`config.mk`:
```
export PLATFORM = sky130hd
export DESIGN_NAME = data_ram_port_arbiter_flat
export DESIGN_NICKNAME = d
export VERILOG_FILES = /design/src/rtl/data_ram_port_arbiter_if.sv /design/src/rtl/data_ram_port_arbiter.sv /design/src/flat_wrapper.sv
export SDC_FILE = /design/constraint.sdc
export NUM_CORES = 1
export LEC_CHECK = 0
export ABC_CLOCK_PERIOD_IN_PS = 2800
export BUFFER_PORTS_ARGS = -buffer_cell sky130_fd_sc_hd__buf_2
export CAP_MARGIN = 20
export CELL_PAD_IN_SITES_DETAIL_PLACEMENT = 1
export CELL_PAD_IN_SITES_GLOBAL_PLACEMENT = 1
export CORE_AREA = 2 2 225 227
export CTS_CLUSTER_SIZE = 10
export DETAILED_ROUTE_END_ITERATION = 6
export DIE_AREA = 0 0 227 229
export PLACE_DENSITY = 0.45
export SYNTH_ARGS = -nofsm -noshare
export SYNTH_HDL_FRONTEND = slang
export SYNTH_SLANG_ARGS = --single-unit
```
`constraint.sdc`:
```
create_clock -name clk -period 2.8 [get_ports clk]
set_input_delay 0.28 -clock clk [delete_from_list [all_inputs] [get_ports clk]]
set_output_delay 0.28 -clock clk [all_outputs]
set_load 0.02 [all_outputs]
```
`src/rtl/data_ram_port_arbiter_if.sv`:
```
// Pipeline-side slots, RAM-side ports and status of the data RAM port arbiter.
// Arbiter uses the slave modport; the pipeline/RAM environment uses master.
interface data_ram_port_arbiter_if #(
  parameter int ADDR_W = 32,
  parameter int CNT_W  = 32
);
  logic              flush;
  logic              req_1, we_1, req_2, we_2;
  logic [ADDR_W-1:0] pc_1, addr_1, pc_2, addr_2;
  logic [3:0]        sel_1, sel_2;
  logic [31:0]       wdata_1, wdata_2;
  logic [31:0]       rdata_1, rdata_2;
  logic              rvalid_1, rvalid_2;
  logic              stall_o;
  logic [CNT_W-1:0]  stall_cnt;
  logic              ram_ce_1, ram_we_1, ram_ce_2, ram_we_2;
  logic [ADDR_W-1:0] ram_pc_1, ram_addr_1, ram_pc_2, ram_addr_2;
  logic [3:0]        ram_sel_1, ram_sel_2;
  logic [31:0]       ram_wdata_1, ram_wdata_2;
  logic [31:0]       ram_rdata_1, ram_rdata_2;

  modport slave (
    input  flush, req_1, we_1, pc_1, addr_1, sel_1, wdata_1,
           req_2, we_2, pc_2, addr_2, sel_2, wdata_2,
           ram_rdata_1, ram_rdata_2,
    output rdata_1, rvalid_1, rdata_2, rvalid_2, stall_o, stall_cnt,
           ram_ce_1, ram_we_1, ram_pc_1, ram_addr_1, ram_sel_1, ram_wdata_1,
           ram_ce_2, ram_we_2, ram_pc_2, ram_addr_2, ram_sel_2, ram_wdata_2
  );

  modport master (
    output flush, req_1, we_1, pc_1, addr_1, sel_1, wdata_1,
           req_2, we_2, pc_2, addr_2, sel_2, wdata_2,
           ram_rdata_1, ram_rdata_2,
    input  rdata_1, rvalid_1, rdata_2, rvalid_2, stall_o, stall_cnt,
           ram_ce_1, ram_we_1, ram_pc_1, ram_addr_1, ram_sel_1, ram_wdata_1,
           ram_ce_2, ram_we_2, ram_pc_2, ram_addr_2, ram_sel_2, ram_wdata_2
  );
endinterface

```
`src/rtl/data_ram_port_arbiter.sv`:
```
// Maps two memory-stage slots onto a dual-port data RAM, merging same-word writes
// and serialising a slot-1 store / slot-2 load to the same word with a 1-cycle stall.
module data_ram_port_arbiter #(
  parameter int ADDR_W = 32,
  parameter int CNT_W  = 32
) (
  input  logic                   clk,
  input  logic                   rst_n,
  data_ram_port_arbiter_if.slave bus
);

  typedef enum logic {IDLE = 1'b0, SERIAL = 1'b1} state_t;

  state_t            state_q, state_d;
  logic [ADDR_W-1:0] pend_addr_q, pend_addr_d, pend_pc_q, pend_pc_d;
  logic [3:0]        pend_sel_q, pend_sel_d;
  logic              rvalid_1_q, rvalid_1_d, rvalid_2_q, rvalid_2_d;
  logic [CNT_W-1:0]  cnt_q, cnt_d;

  logic              same_word, ww_hit, raw_hit, stall;
  logic [31:0]       merged_wdata;
  logic              ram_ce_1, ram_we_1, ram_ce_2, ram_we_2;
  logic [ADDR_W-1:0] ram_pc_1, ram_addr_1, ram_pc_2, ram_addr_2;
  logic [3:0]        ram_sel_1, ram_sel_2;
  logic [31:0]       ram_wdata_1, ram_wdata_2;

  assign same_word = bus.req_1 & bus.req_2 &
                     (bus.addr_1[ADDR_W-1:2] == bus.addr_2[ADDR_W-1:2]);
  assign ww_hit    = same_word & bus.we_1 & bus.we_2;
  assign raw_hit   = same_word & bus.we_1 & ~bus.we_2;

  // Younger slot 2 owns every lane it selects; slot 1 fills the rest.
  always_comb begin
    merged_wdata = '0;
    for (int i = 0; i < 4; i++) begin
      merged_wdata[8*i +: 8] = bus.sel_2[i] ? bus.wdata_2[8*i +: 8] : bus.wdata_1[8*i +: 8];
    end
  end

  always_ff @(posedge clk or negedge rst_n) begin
    if (!rst_n) begin
      state_q     <= IDLE;
      pend_addr_q <= '0;
      pend_pc_q   <= '0;
      pend_sel_q  <= '0;
      rvalid_1_q  <= 1'b0;
      rvalid_2_q  <= 1'b0;
      cnt_q       <= '0;
    end else begin
      state_q     <= state_d;
      pend_addr_q <= pend_addr_d;
      pend_pc_q   <= pend_pc_d;
      pend_sel_q  <= pend_sel_d;
      rvalid_1_q  <= rvalid_1_d;
      rvalid_2_q  <= rvalid_2_d;
      cnt_q       <= cnt_d;
    end
  end

  always_comb begin
    state_d     = state_q;
    pend_addr_d = pend_addr_q;
    pend_pc_d   = pend_pc_q;
    pend_sel_d  = pend_sel_q;
    if (bus.flush) begin
      state_d = IDLE;
    end else begin
      case (state_q)
        IDLE: begin
          if (raw_hit) begin
            state_d     = SERIAL;
            pend_addr_d = bus.addr_2;
            pend_pc_d   = bus.pc_2;
            pend_sel_d  = bus.sel_2;
          end
        end
        SERIAL:  state_d = IDLE;
        default: state_d = IDLE;
      endcase
    end
  end

  // rst_n gates the ports directly so an async reset idles the RAM without a clock edge.
  always_comb begin
    ram_ce_1    = 1'b0;
    ram_we_1    = 1'b0;
    ram_pc_1    = bus.pc_1;
    ram_addr_1  = bus.addr_1;
    ram_sel_1   = bus.sel_1;
    ram_wdata_1 = bus.wdata_1;
    ram_ce_2    = 1'b0;
    ram_we_2    = 1'b0;
    ram_pc_2    = bus.pc_2;
    ram_addr_2  = bus.addr_2;
    ram_sel_2   = bus.sel_2;
    ram_wdata_2 = bus.wdata_2;
    stall       = 1'b0;
    if (rst_n && !bus.flush) begin
      if (state_q == SERIAL) begin
        ram_ce_2   = 1'b1;
        ram_addr_2 = pend_addr_q;
        ram_pc_2   = pend_pc_q;
        ram_sel_2  = pend_sel_q;
      end else if (ww_hit) begin
        ram_ce_2    = 1'b1;
        ram_we_2    = 1'b1;
        ram_sel_2   = bus.sel_1 | bus.sel_2;
        ram_wdata_2 = merged_wdata;
      end else if (raw_hit) begin
        ram_ce_1 = 1'b1;
        ram_we_1 = 1'b1;
        stall    = 1'b1;
      end else begin
        ram_ce_1 = bus.req_1;
        ram_we_1 = bus.req_1 & bus.we_1;
        ram_ce_2 = bus.req_2;
        ram_we_2 = bus.req_2 & bus.we_2;
      end
    end
  end

  assign rvalid_1_d = ram_ce_1 & ~ram_we_1;
  assign rvalid_2_d = ram_ce_2 & ~ram_we_2;
  assign cnt_d      = (stall && (cnt_q != {CNT_W{1'b1}})) ? cnt_q + CNT_W'(1) : cnt_q;

  assign bus.ram_ce_1    = ram_ce_1;
  assign bus.ram_we_1    = ram_we_1;
  assign bus.ram_pc_1    = ram_pc_1;
  assign bus.ram_addr_1  = ram_addr_1;
  assign bus.ram_sel_1   = ram_sel_1;
  assign bus.ram_wdata_1 = ram_wdata_1;
  assign bus.ram_ce_2    = ram_ce_2;
  assign bus.ram_we_2    = ram_we_2;
  assign bus.ram_pc_2    = ram_pc_2;
  assign bus.ram_addr_2  = ram_addr_2;
  assign bus.ram_sel_2   = ram_sel_2;
  assign bus.ram_wdata_2 = ram_wdata_2;
  assign bus.stall_o     = stall;
  assign bus.stall_cnt   = cnt_q;
  assign bus.rvalid_1    = rvalid_1_q;
  assign bus.rvalid_2    = rvalid_2_q;
  assign bus.rdata_1     = rvalid_1_q ? bus.ram_rdata_1 : 32'h0;
  assign bus.rdata_2     = rvalid_2_q ? bus.ram_rdata_2 : 32'h0;

endmodule

```
`src/flat_wrapper.sv`:
```
// flat-port wrapper written by rule: the top's interface ports become plain ports
module data_ram_port_arbiter_flat 
#(
  parameter int ADDR_W = 32,
  parameter int CNT_W  = 32
)
  (clk, rst_n, bus_flush, bus_req_1, bus_we_1, bus_pc_1, bus_addr_1, bus_sel_1, bus_wdata_1, bus_req_2, bus_we_2, bus_pc_2, bus_addr_2, bus_sel_2, bus_wdata_2, bus_ram_rdata_1, bus_ram_rdata_2, bus_rdata_1, bus_rvalid_1, bus_rdata_2, bus_rvalid_2, bus_stall_o, bus_stall_cnt, bus_ram_ce_1, bus_ram_we_1, bus_ram_pc_1, bus_ram_addr_1, bus_ram_sel_1, bus_ram_wdata_1, bus_ram_ce_2, bus_ram_we_2, bus_ram_pc_2, bus_ram_addr_2, bus_ram_sel_2, bus_ram_wdata_2);
  data_ram_port_arbiter_if #(.ADDR_W(ADDR_W), .CNT_W(CNT_W)) bus_i ();
  input  logic clk;
  input  logic rst_n;
  input wire logic [$bits(bus_i.flush)-1:0] bus_flush;
  input wire logic [$bits(bus_i.req_1)-1:0] bus_req_1;
  input wire logic [$bits(bus_i.we_1)-1:0] bus_we_1;
  input wire logic [$bits(bus_i.pc_1)-1:0] bus_pc_1;
  input wire logic [$bits(bus_i.addr_1)-1:0] bus_addr_1;
  input wire logic [$bits(bus_i.sel_1)-1:0] bus_sel_1;
  input wire logic [$bits(bus_i.wdata_1)-1:0] bus_wdata_1;
  input wire logic [$bits(bus_i.req_2)-1:0] bus_req_2;
  input wire logic [$bits(bus_i.we_2)-1:0] bus_we_2;
  input wire logic [$bits(bus_i.pc_2)-1:0] bus_pc_2;
  input wire logic [$bits(bus_i.addr_2)-1:0] bus_addr_2;
  input wire logic [$bits(bus_i.sel_2)-1:0] bus_sel_2;
  input wire logic [$bits(bus_i.wdata_2)-1:0] bus_wdata_2;
  input wire logic [$bits(bus_i.ram_rdata_1)-1:0] bus_ram_rdata_1;
  input wire logic [$bits(bus_i.ram_rdata_2)-1:0] bus_ram_rdata_2;
  output wire logic [$bits(bus_i.rdata_1)-1:0] bus_rdata_1;
  output wire logic [$bits(bus_i.rvalid_1)-1:0] bus_rvalid_1;
  output wire logic [$bits(bus_i.rdata_2)-1:0] bus_rdata_2;
  output wire logic [$bits(bus_i.rvalid_2)-1:0] bus_rvalid_2;
  output wire logic [$bits(bus_i.stall_o)-1:0] bus_stall_o;
  output wire logic [$bits(bus_i.stall_cnt)-1:0] bus_stall_cnt;
  output wire logic [$bits(bus_i.ram_ce_1)-1:0] bus_ram_ce_1;
  output wire logic [$bits(bus_i.ram_we_1)-1:0] bus_ram_we_1;
  output wire logic [$bits(bus_i.ram_pc_1)-1:0] bus_ram_pc_1;
  output wire logic [$bits(bus_i.ram_addr_1)-1:0] bus_ram_addr_1;
  output wire logic [$bits(bus_i.ram_sel_1)-1:0] bus_ram_sel_1;
  output wire logic [$bits(bus_i.ram_wdata_1)-1:0] bus_ram_wdata_1;
  output wire logic [$bits(bus_i.ram_ce_2)-1:0] bus_ram_ce_2;
  output wire logic [$bits(bus_i.ram_we_2)-1:0] bus_ram_we_2;
  output wire logic [$bits(bus_i.ram_pc_2)-1:0] bus_ram_pc_2;
  output wire logic [$bits(bus_i.ram_addr_2)-1:0] bus_ram_addr_2;
  output wire logic [$bits(bus_i.ram_sel_2)-1:0] bus_ram_sel_2;
  output wire logic [$bits(bus_i.ram_wdata_2)-1:0] bus_ram_wdata_2;
  assign bus_i.flush = bus_flush;
  assign bus_i.req_1 = bus_req_1;
  assign bus_i.we_1 = bus_we_1;
  assign bus_i.pc_1 = bus_pc_1;
  assign bus_i.addr_1 = bus_addr_1;
  assign bus_i.sel_1 = bus_sel_1;
  assign bus_i.wdata_1 = bus_wdata_1;
  assign bus_i.req_2 = bus_req_2;
  assign bus_i.we_2 = bus_we_2;
  assign bus_i.pc_2 = bus_pc_2;
  assign bus_i.addr_2 = bus_addr_2;
  assign bus_i.sel_2 = bus_sel_2;
  assign bus_i.wdata_2 = bus_wdata_2;
  assign bus_i.ram_rdata_1 = bus_ram_rdata_1;
  assign bus_i.ram_rdata_2 = bus_ram_rdata_2;
  assign bus_rdata_1 = bus_i.rdata_1;
  assign bus_rvalid_1 = bus_i.rvalid_1;
  assign bus_rdata_2 = bus_i.rdata_2;
  assign bus_rvalid_2 = bus_i.rvalid_2;
  assign bus_stall_o = bus_i.stall_o;
  assign bus_stall_cnt = bus_i.stall_cnt;
  assign bus_ram_ce_1 = bus_i.ram_ce_1;
  assign bus_ram_we_1 = bus_i.ram_we_1;
  assign bus_ram_pc_1 = bus_i.ram_pc_1;
  assign bus_ram_addr_1 = bus_i.ram_addr_1;
  assign bus_ram_sel_1 = bus_i.ram_sel_1;
  assign bus_ram_wdata_1 = bus_i.ram_wdata_1;
  assign bus_ram_ce_2 = bus_i.ram_ce_2;
  assign bus_ram_we_2 = bus_i.ram_we_2;
  assign bus_ram_pc_2 = bus_i.ram_pc_2;
  assign bus_ram_addr_2 = bus_i.ram_addr_2;
  assign bus_ram_sel_2 = bus_i.ram_sel_2;
  assign bus_ram_wdata_2 = bus_i.ram_wdata_2;
  data_ram_port_arbiter #(.ADDR_W(ADDR_W), .CNT_W(CNT_W)) u_core (.clk(clk), .rst_n(rst_n), .bus(bus_i));
endmodule
```
==> impl_metrics.json, run 1 <==
{
  "run_status": "finished, final reports clean",
  "vdd_drop_max_uv": 411,
  "final-seq-area_um2": 2580,
  "place_ws_ns": -0.171,
  "area_growth_pct": 47.8,
  "maxCapViolCount": 0,
  "fin_ws_ns": 0.0879,
  "crit_type": "input port to output port",
  "coreArea_um2": 49700,
  "final_nets": 1373,
  "synth_edf_count": 0,
  "crit_start": "bus_addr_2[19]",
  "place_hpwl_um": 25400,
  "power_mw": 3.64,
  "mostFrequentLayoutCell": "buf_2",
  "hold_violations": 0,
  "grt-ovfl-total": 0,
  "worst_slew_pin_slew_ns": 0.818,
  "p_per_area_nw_per_um2": 344,
  "root_buffer": "clkbuf_16",
  "clkSinkCount": 103,
  "avgSynthCellArea_um2": 10.7,
  "globalRouteTotalUtil_pct": 11.5,
  "die-area_um2": 52000,
  "cts_hold_buffers": 0,
  "post-route-drc-count": 0,
  "pin_count": 574,
  "power.switching_mw": 1.18,
  "n_antenna_cell": 0,
  "path_cells": "buf_2 -> xor2_2 -> or4_4 -> nor2_4 -> nand4_4 -> buf_4 -> nor3_4 -> buf_6 -> mux2_2 -> buf_2",
  "yosysWarnings": 0,
  "sw_frac_of_total_pct": 32.4,
  "firstDrtPassIters": 4,
  "numCtsBuffers": 9,
  "ff2ff_setup_slack_ns": 0.50,
  "nFillCells": 5947,
  "combPwrFrac_pct": 22.1,
  "htree_levels": 3,
  "path_buf_inv": 4,
  "startpoint_type": "input port",
  "drt_wl_total_um": 30900,
  "slowest_delay_ns": 0.57,
  "synthCells": 669,
  "syn-cell-area_um2": 7150,
  "syn_nets": 941,
  "clockBufferDepth": 2,
  "synth_seq_cells": 103,
  "drtIter0Drc": 163,
  "finalSetupTns_ns": 0,
  "cp.required_ns": 2.52,
  "port_buffers": 505,
  "cts_tree": "built",
  "initial_core_util_pct": 14.4,
  "fp-row-count": 82,
  "grt_pass1_vias": 6874,
  "ys_async_sr_fraction_pct": 100,
  "multi_input_comb_area_um2": 3790,
  "endpoint_kind": "output port",
  "yosys.cell_types.count": 35,
  "layout_common_cells": "buf_2, mux2_2, dfrtp_1",
  "clkPwrFrac_pct": 36.9,
  "finalSetupViolCount": 0,
  "p_leak_nw": 5.51,
  "cpLargestDelayFamily": "simple AND/OR/NAND/NOR gates",
  "skew_ns": 0.0137,
  "rsz0062_at_grt": "true",
  "fp.dieW_um": 227,
  "seqPwrFrac_pct": 41.0,
  "crit_path_frequent_cell": "buf_2",
  "yosysSeqAreaShare_pct": 36.0,
  "via_per_inst": 3.67,
  "drv_slew": 0,
  "crit_fanout": 5,
  "min_path_type": "input port to async pin",
  "r2r-start": "u_core.bus.stall_cnt[3]$_DFFE_PN0P_",
  "clk_pin_slew_ns": 0.07,
  "gp_congestion": 0.810,
  "crit_arrival_ns": 2.43,
  "cp_slowest_cell": "or4_4",
  "fin_crit_sh_pct": 96.9,
  "via_count": 6530,
  "antenna_found_initial": 0,
  "insertion_delay_ns": 0.39,
  "clock.fmax_mhz": 369,
  "slew_headroom_pct": 45.4,
  "die_y_um": 229,
  "grt_start_max_net_pins": 56,
  "wl_per_cell_um": 17.4,
  "synth_ff_type": "dfrtp_1",
  "antenna_left": 0,
  "fin_crit_ns": 2.71,
  "grt_first_pass_wirelength_um": 43900,
  "intPower_mw": 2.46,
  "drive_above_1_share_pct": 67.5
}
==> routing by layer <==
metal | part of all wire [%] | GRT usage, % | vias to the layer above | wire length, um
li1 | - | - | 3072 | -
met1 | 39 | 12.8 | 3162 | 12200
met2 | 50 | 20.3 | 249 | 15500
met3 | 7.0 | 3.31 | 47 | 2160
met4 | 3.4 | 4.68 | 0 | 1050
met5 | 0 | 0 | - | 0
==> power groups by stage <==
stage | registers (mW) | clock network [mW] | logic (mW)
6_report | 1.49 | 1.34 | 0.804
5_1_grt | 1.49 | 1.50 | 0.869
4_1_cts | 1.49 | 1.46 | 0.809
3_5_place_dp | 1.52 | 0 | 0.798
3_3_place_gp | 1.52 | 0 | 0.797
2_1_floorplan | 1.52 | 0 | 0.478
==> area by class of cell <==
class / count / share of cell area (%)
well taps: 672 / 7.96
clock inverters: 7 / 0.687
clock buffers: 9 / 2.13
flip-flops and latches: 103 / 24.4
repair buffers: 550 / 29.0
multi-input cells: 436 / 35.8
inverters: 1 / 0.0355
==> kinds of logic (layout without fill, tap and decap cells) <==
group           Yosys count  count (layout)  share of synthesized area [%]
compound gates           11              11                           1.05
xor+xnor                 61              61                           7.47
fa+ha+maj                 1               1                          0.175
buf+inv                 130             567                           12.5
flops                   103             103                           36.0
mux                     165             165                           26.0
simple gates            198             198                           16.7
==> cells in the mapped netlist (all sizes together), types with 4 or more instances <==
| library cell | count | share of area (%) |
|---|---|---|
| dfrtp | 103 | 36 |
| nand4 | 25 | 2.4 |
| nor2 | 20 | 1.2 |
| xnor2 | 51 | 6.2 |
| a41oi | 4 | 0.49 |
| buf | 111 | 12 |
| nor4 | 6 | 0.73 |
| nor3 | 14 | 1.6 |
| a21oi | 5 | 0.35 |
| and2 | 73 | 6.4 |
| clkbuf | 18 | 0.94 |
| nand3 | 17 | 1.2 |
| and3 | 9 | 0.79 |
| nand2 | 22 | 1.2 |
| mux2 | 165 | 26 |
| xor2 | 10 | 1.2 |
==> through the flow <==
stage	cell area (um2)	hold WS, ns	instances	util [%]
floorplan	7150	-0.0156	669	-
global placement	10100	0.471	1757	20.3
detailed placement	10100	0.481	1757	20.3
CTS	10400	0.0939	1776	21.0
global route	10600	0.106	1778	21.3
finish	10600	0.123	1778	21.3
==> timing repair <==
action | 4_1_cts | 5_1_grt
pin swaps | 2 | 2
setup endpoints to repair | 38 | 32
resized for setup | 8 | 38
hold endpoints to repair | 0 | 0
setup buffers | 3 | 2
==> final timing paths <==
path,end,depth (start not counted)
worst max-delay path,bus_ram_wdata_2[31],10
worst min-delay path,u_core.state_q$_DFF_PN0_,2
worst max register to register,u_core.bus.stall_cnt[23]$_DFFE_PN0P_,6
worst min register to register,u_core.pend_addr_q[30]$_DFFE_PN0P_,1
max in group asynchronous,u_core.pend_addr_q[22]$_DFFE_PN0P_,3
min in group clk,u_core.bus.rvalid_1$_DFF_PN0_,2
==> flip-flops by register name (all words and copies together) (netlist names) <==
signal and flops:
u_core.state_q 1, u_core.bus.rvalid_1 1, u_core.bus.rvalid_2 1, u_core.pend_pc_q 32, u_core.bus.stall_cnt 32, u_core.pend_addr_q 32, u_core.pend_sel_q 4
Note: power is estimated with default switching activity, not from simulation.
==> inputs of run 2 (changes only) <==
--- a/config.mk
+++ b/config.mk
@@ -15,6 +15,7 @@
 export DETAILED_ROUTE_END_ITERATION = 6
 export DIE_AREA = 0 0 227 229
 export PLACE_DENSITY = 0.45
+export SETUP_SLACK_MARGIN = 0.2
 export SYNTH_ARGS = -nofsm -noshare
 export SYNTH_HDL_FRONTEND = slang
 export SYNTH_SLANG_ARGS = --single-unit
==> impl_metrics.json, run 2 (synthesis gave the netlist of run 1 again) <==
{
  "htree_levels": 3,
  "final_nets": 1375,
  "fin_hold_ws_ns": 0.126,
  "firstDrtPassIters": 3,
  "initial_core_util_pct": 14.4,
  "place_hpwl_um": 25400,
  "root_buffer": "clkbuf_16",
  "run_status": "finished, final reports clean",
  "crit_fanout": 8,
  "cts_hold_buffers": 0,
  "numCtsBuffers": 9,
  "port_buffers": 505,
  "wl_per_cell_um": 17.6,
  "cts_tree": "built",
  "worst_slew_pin_slew_ns": 0.824,
  "crit_type": "input port to output port",
  "fp.dieW_um": 227,
  "die-area_um2": 52000,
  "vdd_drop_max_uv": 411,
  "via_per_inst": 3.69,
  "rsz0062_at_grt": "true",
  "p_leak_nw": 5.68,
  "pin_count": 574,
  "fp-row-count": 82,
  "min_path_type": "input port to async pin",
  "p_per_area_nw_per_um2": 338,
  "cp.required_ns": 2.52,
  "grt-ovfl-total": 0,
  "grt_first_pass_wirelength_um": 44800,
  "gp_congestion": 0.810,
  "clkSinkCount": 103,
  "globalRouteTotalUtil_pct": 11.7,
  "fin_crit_sh_pct": 97.1,
  "finalSetupTns_ns": 0,
  "nFillCells": 5930,
  "n_antenna_cell": 0,
  "area_growth_pct": 52.7,
  "crit_arrival_ns": 2.44,
  "layout_common_cells": "buf_2, mux2_2, dfrtp_1",
  "power_mw": 3.69,
  "hold_violations": 0,
  "post-route-drc-count": 0,
  "die_y_um": 229,
  "grt_start_max_net_pins": 56,
  "clockBufferDepth": 2,
  "slew_headroom_pct": 45.1,
  "via_count": 6567,
  "startpoint_type": "input port",
  "endpoint_kind": "output port",
  "clock.fmax_mhz": 368,
  "fin_crit_ns": 2.72,
  "drv_slew": 0,
  "maxCapViolCount": 0,
  "drtIter0Drc": 139,
  "antenna_left": 0,
  "antenna_found_initial": 0,
  "finalSetupViolCount": 0,
  "mostFrequentLayoutCell": "buf_2",
  "fin_util_pct": 22.0,
  "drive_above_1_share_pct": 68.2,
  "coreArea_um2": 49700,
  "skew_ns": 0.0134,
  "insertion_delay_ns": 0.39,
  "drt_wl_total_um": 31300,
  "clk_pin_slew_ns": 0.07,
  "grt_pass1_vias": 6985
}
-- run 2: worst paths after layout --
kind	startpoint	end	slack, ns	cells past startpoint
setup / recovery	bus_addr_2[16]	bus_ram_wdata_2[21]	0.08	11
setup reg to reg	u_core.bus.stall_cnt[3]$_DFFE_PN0P_	u_core.bus.stall_cnt[23]$_DFFE_PN0P_	0.51	6
hold reg to reg	u_core.pend_addr_q[30]$_DFFE_PN0P_	u_core.pend_addr_q[30]$_DFFE_PN0P_	0.50	1
min in group clk	bus_flush	u_core.state_q$_DFF_PN0_	0.13	2
hold / removal	rst_n	u_core.state_q$_DFF_PN0_	0.13	2
max in group asynchronous	rst_n	u_core.pend_addr_q[22]$_DFFE_PN0P_	1.44	3
-- run 2: cell type report --
class	instances	area, um2	share of cell area [%]
Clock buffer	9	225	2.06
Inverter	1	3.75	0.0344
Multi-Input combinational cell	436	3930	36.0
Timing Repair Buffer	552	3270	30.0
Clock inverter	7	72.6	0.665
Sequential cell	103	2580	23.6
Tap cell	672	841	7.70
-- run 2: per-stage QoR --
step                instances  area [um2]  worst slack [ns]
finish                   1780       10900            0.0817
global route             1780       10900           0.00383
CTS                      1777       10800            0.0209
detailed placement       1757       10100            -0.171
global placement         1757       10100            -0.173
floorplan                 669        7150             0.420
-- run 2: critical path, cell delays in order --
cell	delay, ns
buf_8	0.10
xor2_2	0.17
or4_4	0.57
nor2_4	0.13
nand4_4	0.14
buf_12	0.17
buf_6	0.11
nor3_4	0.15
buf_12	0.17
mux2_4	0.31
buf_6	0.13
-- run 2: timing repair --
item	in CTS	in global routing
setup endpoints to repair	40	33
hold endpoints to repair	0	0
gates cloned	0	0
buffers inserted	4	3
gates resized for setup	114	25
pin swaps	8	10
-- run 2: power breakdown --
group          total [mW]  internal [mW]  switching, mW
sequential           1.49           1.49        0.00495
combinational       0.858          0.380          0.478
clock                1.34          0.632          0.710
total                3.69           2.50           1.19
-- run 2: layer usage --
layer	GRT usage, %	vias up	share of wire [%]
li1	-	3074	-
met1	13.1	3196	39
met2	20.8	249	51
met3	3.32	48	6.9
met4	4.66	0	3.4
met5	0	-	0
